### src/rtl/rvv_backend_div_unit_elem_seq.sv
// Element sequencer feeding one 32-bit iterative divider.
// Takes a whole vector divide uop, walks its elements in order, and skips
// masked-off elements by copying vd_old. Active elements are sent to the
// divider one at a time. The selected quotient or remainder of each element
// is packed into a VLEN-wide result, which is returned with valid/ready.
//
// Ports:
//   clk, rst            clock, synchronous active-high reset
//   trap_flush_rvv      flush, highest priority; the same signal flushes the divider
//   uop_*               uop request: operands, mask, sew, signed/rem select
//   div_*               divider request (hold-valid) and result handshake
//   res_valid/ready     packed result handshake
//   res_data            packed result
module rvv_backend_div_unit_elem_seq #(
  parameter int unsigned VLEN      = 128,
  parameter int unsigned DIV_WIDTH = 32
) (
  input  logic                   clk,
  input  logic                   rst,
  input  logic                   trap_flush_rvv,
  input  logic                   uop_valid,
  output logic                   uop_ready,
  input  logic [VLEN-1:0]        uop_vs2,
  input  logic [VLEN-1:0]        uop_vs1,
  input  logic [VLEN-1:0]        uop_vd_old,
  input  logic [VLEN/8-1:0]      uop_mask,
  input  logic [1:0]             uop_sew,
  input  logic                   uop_signed,
  input  logic                   uop_rem,
  output logic                   div_valid,
  output logic                   div_opcode,
  output logic [DIV_WIDTH-1:0]   div_dividend,
  output logic [DIV_WIDTH-1:0]   div_divisor,
  input  logic [DIV_WIDTH-1:0]   div_quotient,
  input  logic [DIV_WIDTH-1:0]   div_remainder,
  input  logic                   div_res_valid,
  output logic                   div_res_ready,
  output logic                   res_valid,
  input  logic                   res_ready,
  output logic [VLEN-1:0]        res_data
);

  localparam int unsigned NB = VLEN / 8;
  localparam int unsigned IW = $clog2(NB);
  localparam int unsigned SW = IW + 3;
  localparam int unsigned DW = DIV_WIDTH;

  typedef enum logic [1:0] {S_IDLE, S_RUN, S_DONE} state_e;

  state_e          r_state, w_state_nxt;
  logic [IW-1:0]   r_idx;
  logic [VLEN-1:0] r_vs2, r_vs1, r_vd_old, r_res;
  logic [NB-1:0]   r_mask;
  logic [1:0]      r_sew;
  logic            r_signed, r_rem;

  logic [SW-1:0]   w_shamt;
  logic [DW-1:0]   w_fmask, w_raw_a, w_raw_b, w_raw_old, w_wdata;
  logic            w_active, w_last, w_accept, w_adv;

  // Sign- or zero-extend an 8/16-bit element to the divider width.
  function automatic logic [DW-1:0] f_ext(input logic [DW-1:0] raw,
                                          input logic [1:0] sew,
                                          input logic sgn);
    case (sew)
      2'd0:    f_ext = {{(DW-8){sgn & raw[7]}}, raw[7:0]};
      2'd1:    f_ext = {{(DW-16){sgn & raw[15]}}, raw[15:0]};
      default: f_ext = raw;
    endcase
  endfunction

  // Bit offset and field mask of the current element.
  assign w_shamt = {r_idx, 3'b000} << r_sew;

  always_comb begin
    w_fmask = '1;
    case (r_sew)
      2'd0:    w_fmask = DW'(8'hFF);
      2'd1:    w_fmask = DW'(16'hFFFF);
      default: w_fmask = '1;
    endcase
  end

  assign w_raw_a   = DW'(r_vs2 >> w_shamt);
  assign w_raw_b   = DW'(r_vs1 >> w_shamt);
  assign w_raw_old = DW'(r_vd_old >> w_shamt);
  assign w_active  = r_mask[r_idx];
  assign w_last    = (r_idx == IW'((NB >> r_sew) - 1));
  assign w_wdata   = w_active ? (r_rem ? div_remainder : div_quotient) : w_raw_old;

  assign div_opcode   = r_signed;
  assign div_dividend = f_ext(w_raw_a, r_sew, r_signed);
  assign div_divisor  = f_ext(w_raw_b, r_sew, r_signed);
  assign res_data     = r_res;

  // Next state and handshake outputs; flush and reset silence everything.
  always_comb begin
    w_state_nxt   = r_state;
    uop_ready     = 1'b0;
    div_valid     = 1'b0;
    div_res_ready = 1'b0;
    res_valid     = 1'b0;
    w_accept      = 1'b0;
    w_adv         = 1'b0;
    if (trap_flush_rvv) begin
      w_state_nxt = S_IDLE;
    end else if (!rst) begin
      case (r_state)
        S_IDLE: begin
          uop_ready = 1'b1;
          if (uop_valid) begin
            w_accept    = 1'b1;
            w_state_nxt = S_RUN;
          end
        end
        S_RUN: begin
          if (w_active) begin
            div_valid     = 1'b1;
            div_res_ready = 1'b1;
            w_adv         = div_res_valid;
          end else begin
            w_adv = 1'b1;
          end
          if (w_adv && w_last) w_state_nxt = S_DONE;
        end
        S_DONE: begin
          res_valid = 1'b1;
          if (res_ready) w_state_nxt = S_IDLE;
        end
        default: w_state_nxt = S_IDLE;
      endcase
    end
  end

  // State, latched uop and result packing.
  always_ff @(posedge clk) begin
    if (rst) begin
      r_state  <= S_IDLE;
      r_idx    <= '0;
      r_res    <= '0;
      r_vs2    <= '0;
      r_vs1    <= '0;
      r_vd_old <= '0;
      r_mask   <= '0;
      r_sew    <= '0;
      r_signed <= 1'b0;
      r_rem    <= 1'b0;
    end else begin
      r_state <= w_state_nxt;
      if (trap_flush_rvv) begin
        r_idx <= '0;
      end else if (w_accept) begin
        r_vs2    <= uop_vs2;
        r_vs1    <= uop_vs1;
        r_vd_old <= uop_vd_old;
        r_mask   <= uop_mask;
        r_sew    <= (uop_sew == 2'd3) ? 2'd2 : uop_sew;  // illegal SEW runs as 32b
        r_signed <= uop_signed;
        r_rem    <= uop_rem;
        r_idx    <= '0;
      end else if (w_adv) begin
        r_res <= (r_res & ~(VLEN'(w_fmask) << w_shamt))
               | (VLEN'(w_wdata & w_fmask) << w_shamt);
        r_idx <= w_last ? '0 : r_idx + IW'(1);
      end
    end
  end

  a_sew_legal: assert property (@(posedge clk) disable iff (rst)
    (uop_valid && uop_ready) |-> (uop_sew != 2'd3));

endmodule

### config.mk
export PLATFORM = sky130hd
export DESIGN_NAME = rvv_backend_div_unit_elem_seq
export DESIGN_NICKNAME = d
export VERILOG_FILES = /design/src/rtl/rvv_backend_div_unit_elem_seq.sv
export SDC_FILE = /design/constraint.sdc
export NUM_CORES = 2
export LEC_CHECK = 0
export ABC_CLOCK_PERIOD_IN_PS = 3450
export BUFFER_PORTS_ARGS = -buffer_cell sky130_fd_sc_hd__buf_4
export CAP_MARGIN = 10
export CORE_ASPECT_RATIO = 1.2
export CORE_MARGIN = 4
export CORE_UTILIZATION = 28
export CTS_CLUSTER_SIZE = 20
export DETAILED_ROUTE_END_ITERATION = 6
export SLEW_MARGIN = 10
export SYNTH_ARGS = -nofsm -noshare
export SYNTH_HDL_FRONTEND = slang
export SYNTH_SLANG_ARGS = --single-unit
### constraint.sdc
create_clock -name clk -period 3.45 [get_ports clk]
set_input_delay 1.035 -clock clk [delete_from_list [all_inputs] [get_ports clk]]
set_output_delay 1.035 -clock clk [all_outputs]
set_load 0.05 [all_outputs]
Word-level counts from Yosys, hierarchy flattened --
Cells that the tools add are included.
Cells by class: shift-type cells 7, muxes and demuxes 34, add/sub/neg operators 2, divide/modulo/power cells 0, reduce and logical (&&, ||, !) cells 8, eq/ne operators 8, multiply operators 0, order comparisons 1, bitwise gates (word level) 10
Operators with widths (number):
- 128-bit by 7-bit >> shifter with 32-bit output | 3
- 32-bit by 7-bit left shift with 128-bit output | 2
- 32-bit case mux with 2 select lines | 3
- 128-bit AND | 1
- 128-bit NOT | 1
- 128-bit OR | 1
- 32-bit 2-to-1 mux | 2
- 32-bit AND | 1
- 1-bit 2-to-1 mux | 22
- 2-bit 2-to-1 mux | 4
- 7-bit by 2-bit left shift with 7-bit output | 1
- 2-bit inequality test, second input constant | 3
- 2-bit case mux with 3 select lines | 1
- 3-bit AND reduction | 2
- 4-bit by 5-bit < comparator with 1-bit output, second input constant | 1
- 5-bit by 2-bit >> shifter with 4-bit output, first input constant | 1
- 4-bit by 1-bit adder with 4-bit output, second input constant | 1
- 1-bit AND | 4
- 1-bit binary-select mux with 4-bit select | 1
- 2-bit by 1-bit == test with 1-bit output, second input constant | 2
- 2-bit == test, second input constant | 2
- 4-bit == test | 1
- 2-bit logical NOT | 2
- 4-bit 2-to-1 mux | 1
- other kinds (6) | 7
Word-level totals: memories 0, flip-flop bits (word level) 538, RAM bits 0, bits in read-only memories 0, input port bits 474, word-level logic and storage cells 80, latch bits 0

Depth between registers and ports, before layout --
word-level depth 10, gate-level depth with buffers 15, depth with buffers taken out 8

Worst setup path before layout --
No wires, ideal clock.
path type register to output, from register r_idx[1], to output port div_divisor[31], arrival 4.333 ns, path slack -1.918 ns, cell stages (with the launch flop) 12, path buffers 5, cell sequence dfxtp_1 -> buf_2 -> mux2_2 -> buf_2 -> a21oi_2 -> buf_4 -> buf_2 -> nand2_1 -> a311oi_1 -> a22oi_1 -> buf_2 -> o21ai_0
On the way: cells in the longest elaborated chain, start to end 4, elaborated cells between the ends (all ways) 5
RTL lines:
- start: declaration | line 51 | logic [IW-1:0] r_idx;
- start signal: assignment | line 164 | r_idx <= w_last ? '0 : r_idx + IW'(1);
- 7-bit by 2-bit left shift with 7-bit output * | line 73 | assign w_shamt = {r_idx, 3'b000} << r_sew;
- 128-bit by 7-bit >> shifter with 32-bit output * | line 85 | assign w_raw_b = DW'(r_vs1 >> w_shamt);
- 1-bit AND (on tied branches) | line 67, 66
- 32-bit case mux with 2 select lines * | line 65 | case (sew)
- end: declaration | line 33 | output logic [DIV_WIDTH-1:0] div_divisor,
Every way passes the cells marked *; elsewhere a longest branch is shown, timed or not.

Worst setup path after layout --
from register r_sew[0], to output port div_dividend[21]
On the way: cells in the longest elaborated chain, start to end 4, elaborated cells between the ends (all ways) 7
RTL lines:
- start: declaration | line 54 | logic [1:0] r_sew;
- start signal: assignment | line 157 | r_sew <= (uop_sew == 2'd3) ? 2'd2 : uop_sew;
- 7-bit by 2-bit left shift with 7-bit output | line 73
- 128-bit by 7-bit >> shifter with 32-bit output | line 84 | assign w_raw_a = DW'(r_vs2 >> w_shamt);
- 1-bit AND (on tied branches) | line 67, 66
- 32-bit case mux with 2 select lines * | line 65
- end: declaration | line 32 | output logic [DIV_WIDTH-1:0] div_dividend,
Marked as above.

==> metrics <==
Yosys Warn Count=0; CTS tree=yes; drt drc=0; Max Fclk=~230 MHz; Final Non-Filler Cells=6,167; Leak Pwr=0.01623 uW; final setup violation count=66; DRT iter0 DRCs=3,231; mean routed wirelength per cell=~26 um; global-route wire length before repair=~220,000 um; clock root buffer=clkbuf_16; power per cell area=343.1 nW/um2; met3 Usage GRT=0.04410; fraction of layout cells with a size suffix above 1=0.3488; initial antenna violation count=17; RSZ-0062 raised after global routing=true; row count=129; CORE AREA=103,000 um2; grt met2 use=0.4734; nets@finish=5,203; filler cell count=around 10,000; VDD IR max=0.0003782 V; worst path arrival time=3.33 ns; Placed Cells=about 6,000; Setup WS pre-CTS=-0.4029 ns; Mapped Area=just under 30,000 um2; Area Growth Syn to Fin=50.83%; R2R Setup Slk=0.05 ns; CTS Hold Bufs=0; R2R cell count=13; status=complete, but fails checks; starting density of the core=0.2819; flop and latch count out of synthesis=538; PortBufs=670; Hold WC Path Type=reg2reg; Hold Crit Endpoint=r_vs2[4]$_SDFFE_PP0P_; register area share after synthesis=0.3710; Final min period=4.363 ns; skew final=0.02317 ns; die height=360.8 um; crit-path max FO=12; gr ovfl total=0; busiest grt layer=met2; pin count of the biggest net entering global routing=~150; Post-synth EDFFs=0; GPL Wtd Cong=0.9539; Worst Setup Path Type=reg2out; die area=about 110,000 um2; Die X-Extent=302.0 um; I/O pin count=671; final hold vios=0; met1 Usage GRT=0.3310; most frequent cells in the layout=1,306 x nand2_1, 977 x buf_4, 553 x a21oi_1; synth top area cells=dfxtp_1 37%, nand2_1 17%, a21oi_1 9.9%; crit end category=output pin; Worst-Margin Slew=1.046 ns; # clock sinks=approximately 540; DRT Pass-1 Iters=7; commonest non-fill, non-tap cell in the layout=nand2_1; Max Cap Viol=0; Num CTS Buffers=59; startpoint types=register; synthesized net count=between 4,000 and 5,000; hpwl dp=122,100 um; synthesized area per cell=approximately 7.6 um2; GRT Util Overall=0.2758; WHS Path Cells=2; final setup margin=-0.9125 ns; Syn Inst Count=3,836; hold path startpoint=r_vs2[4]$_SDFFE_PP0P_; number of global-route vias before repair=between 30,000 and 40,000; Yosys top cell area share=0.3710; Synth async-reset ratio=0; ys flop type=dfxtp_1; post-synth cell types=77; clk slew on worst S/H paths=0.07 ns; vias after detailed routing=33,630; clock buffer depth=3; worst skew pair latency=0.66 ns; Via density=5.454; drt total wl=159,300 um; FF-to-FF End=res_data[95]$_SDFFE_PP0P_; count of pins over their slew limit=0; H-tree levels=2; R2R Path Start=r_sew[0]$_SDFFE_PP0P_; antenna-violating nets left=0; final cycle utilization of the critical path=1.264; Worst EP required=2.41 ns; failing checks=setup timing; Yosys top cell by area=dfxtp_1; max_slew headroom=0.3026
==> power breakdown <==
part	total (uW)	internal [uW]	leakage (uW)	switching, uW
logic	1650	782	0.0109	863
clock network	6810	3870	0.000991	2940
registers	6570	6360	0.00436	208
total	15000	11000	0.0162	4010
==> state kept, by name, summed over array words and instances, names as in the netlist <==
register and count:
r_rem 1, res_data 128, r_vs1 128, div_opcode 1
r_vs2 128, r_idx 4, r_sew 2, r_vd_old 128
r_mask 16, r_state 2
==> layout make-up <==
cell class	count	area [um2]	share of cell area
Multi-Input combinational cell	2955	18730	0.4278
Sequential cell	538	10790	0.2463
Timing Repair Buffer	1165	10410	0.2378
Tap cell	1375	1720	0.03929
Clock buffer	78	1698	0.03877
Clock inverter	31	365.4	0.008343
Antenna cell	16	40.04	0.0009143
Inverter	9	35.03	0.0008000
==> kinds of logic (layout without fill, tap and decap cells) <==
kind of cell               Yosys count  in the layout  synth area share
xor gates and xnor gates             3              3         0.0009051
and+or+nand+nor                   1626           1626            0.2258
adders and majority gates            1              1         0.0004309
other                                0             16                 0
DFF                                538            538            0.3710
buffers and inverters              343           1283           0.05085
AOI/OAI and AO/OA                 1069           1069            0.2214
muxes                              256            256            0.1297
==> how the worst max path moves through the flow <==
stage | cells past startpoint | to | start
after floorplan | 12 | div_divisor[31] | r_sew[0]$_SDFFE_PP0P_
after global placement | 11 | div_dividend[20] | r_sew[0]$_SDFFE_PP0P_
after detailed placement | 11 | div_dividend[20] | r_sew[0]$_SDFFE_PP0P_
after CTS | 14 | div_dividend[20] | r_sew[0]$_SDFFE_PP0P_
after global routing | 10 | div_dividend[9] | r_sew[0]$_SDFFE_PP0P_
final | 12 | div_dividend[21] | r_sew[0]$_SDFFE_PP0P_
==> layer usage <==
layer  wire length, um  vias up
met5                61        -
met4             10320        8
li1                  -    15310
met2             76380     1711
met1             61030    16210
met3             11480      399
==> what timing repair did <==
item                       CTS  global route
buffers inserted            60            29
gates resized for setup    283           136
pin swaps                   56            37
setup endpoints to repair  138           142
gates cloned                10             5
==> synth_stat cells, types with 10 or more instances <==
cell type / n
nand2_1: 1349
a21oi_1: 575
dfxtp_1: 538
clkbuf_1: 216
mux2i_1: 149
o21ai_0: 132
mux4_2: 95
nand3_1: 79
nor2_1: 72
a211oi_1: 62
buf_2: 61
and3_1: 50
a31oi_1: 48
a22oi_1: 40
buf_1: 30
a311oi_1: 28
a221oi_1: 24
buf_4: 24
o221ai_1: 19
a22o_1: 16
nor3_1: 16
o22ai_1: 14
mux2_2: 12
a2111oi_0: 10
a21o_1: 10
a221o_1: 10
==> stage by stage <==
stage	area (um2)	utilization	total power, uW	hold WS (ns)	setup TNS [ns]
2_1_floorplan	29930	-	7295	0.4331	-20.76
3_3_place_gp	38800	0.3768	8242	0.4394	-18.04
3_5_place_dp	38800	0.3768	8255	0.4450	-22.81
4_1_cts	42780	0.4154	15140	0.4549	-50.43
5_1_grt	43770	0.4250	15520	0.4727	-56.79
6_report	43790	0.4253	15020	0.4526	-51.28
==> critical path, stage by stage, from the launching register on <==
cell and delay (ns):
dfxtp_4 0.40, buf_12 0.15, nor3b_4 0.27, buf_12 0.20
buf_12 0.16, buf_16 0.15, buf_4 0.13, mux2i_4 0.07
a222oi_1 0.43, a31oi_1 0.18, buf_4 0.21, o21ai_4 0.11
buf_6 0.17
No activity file was read; power rests on OpenSTA's default activity.
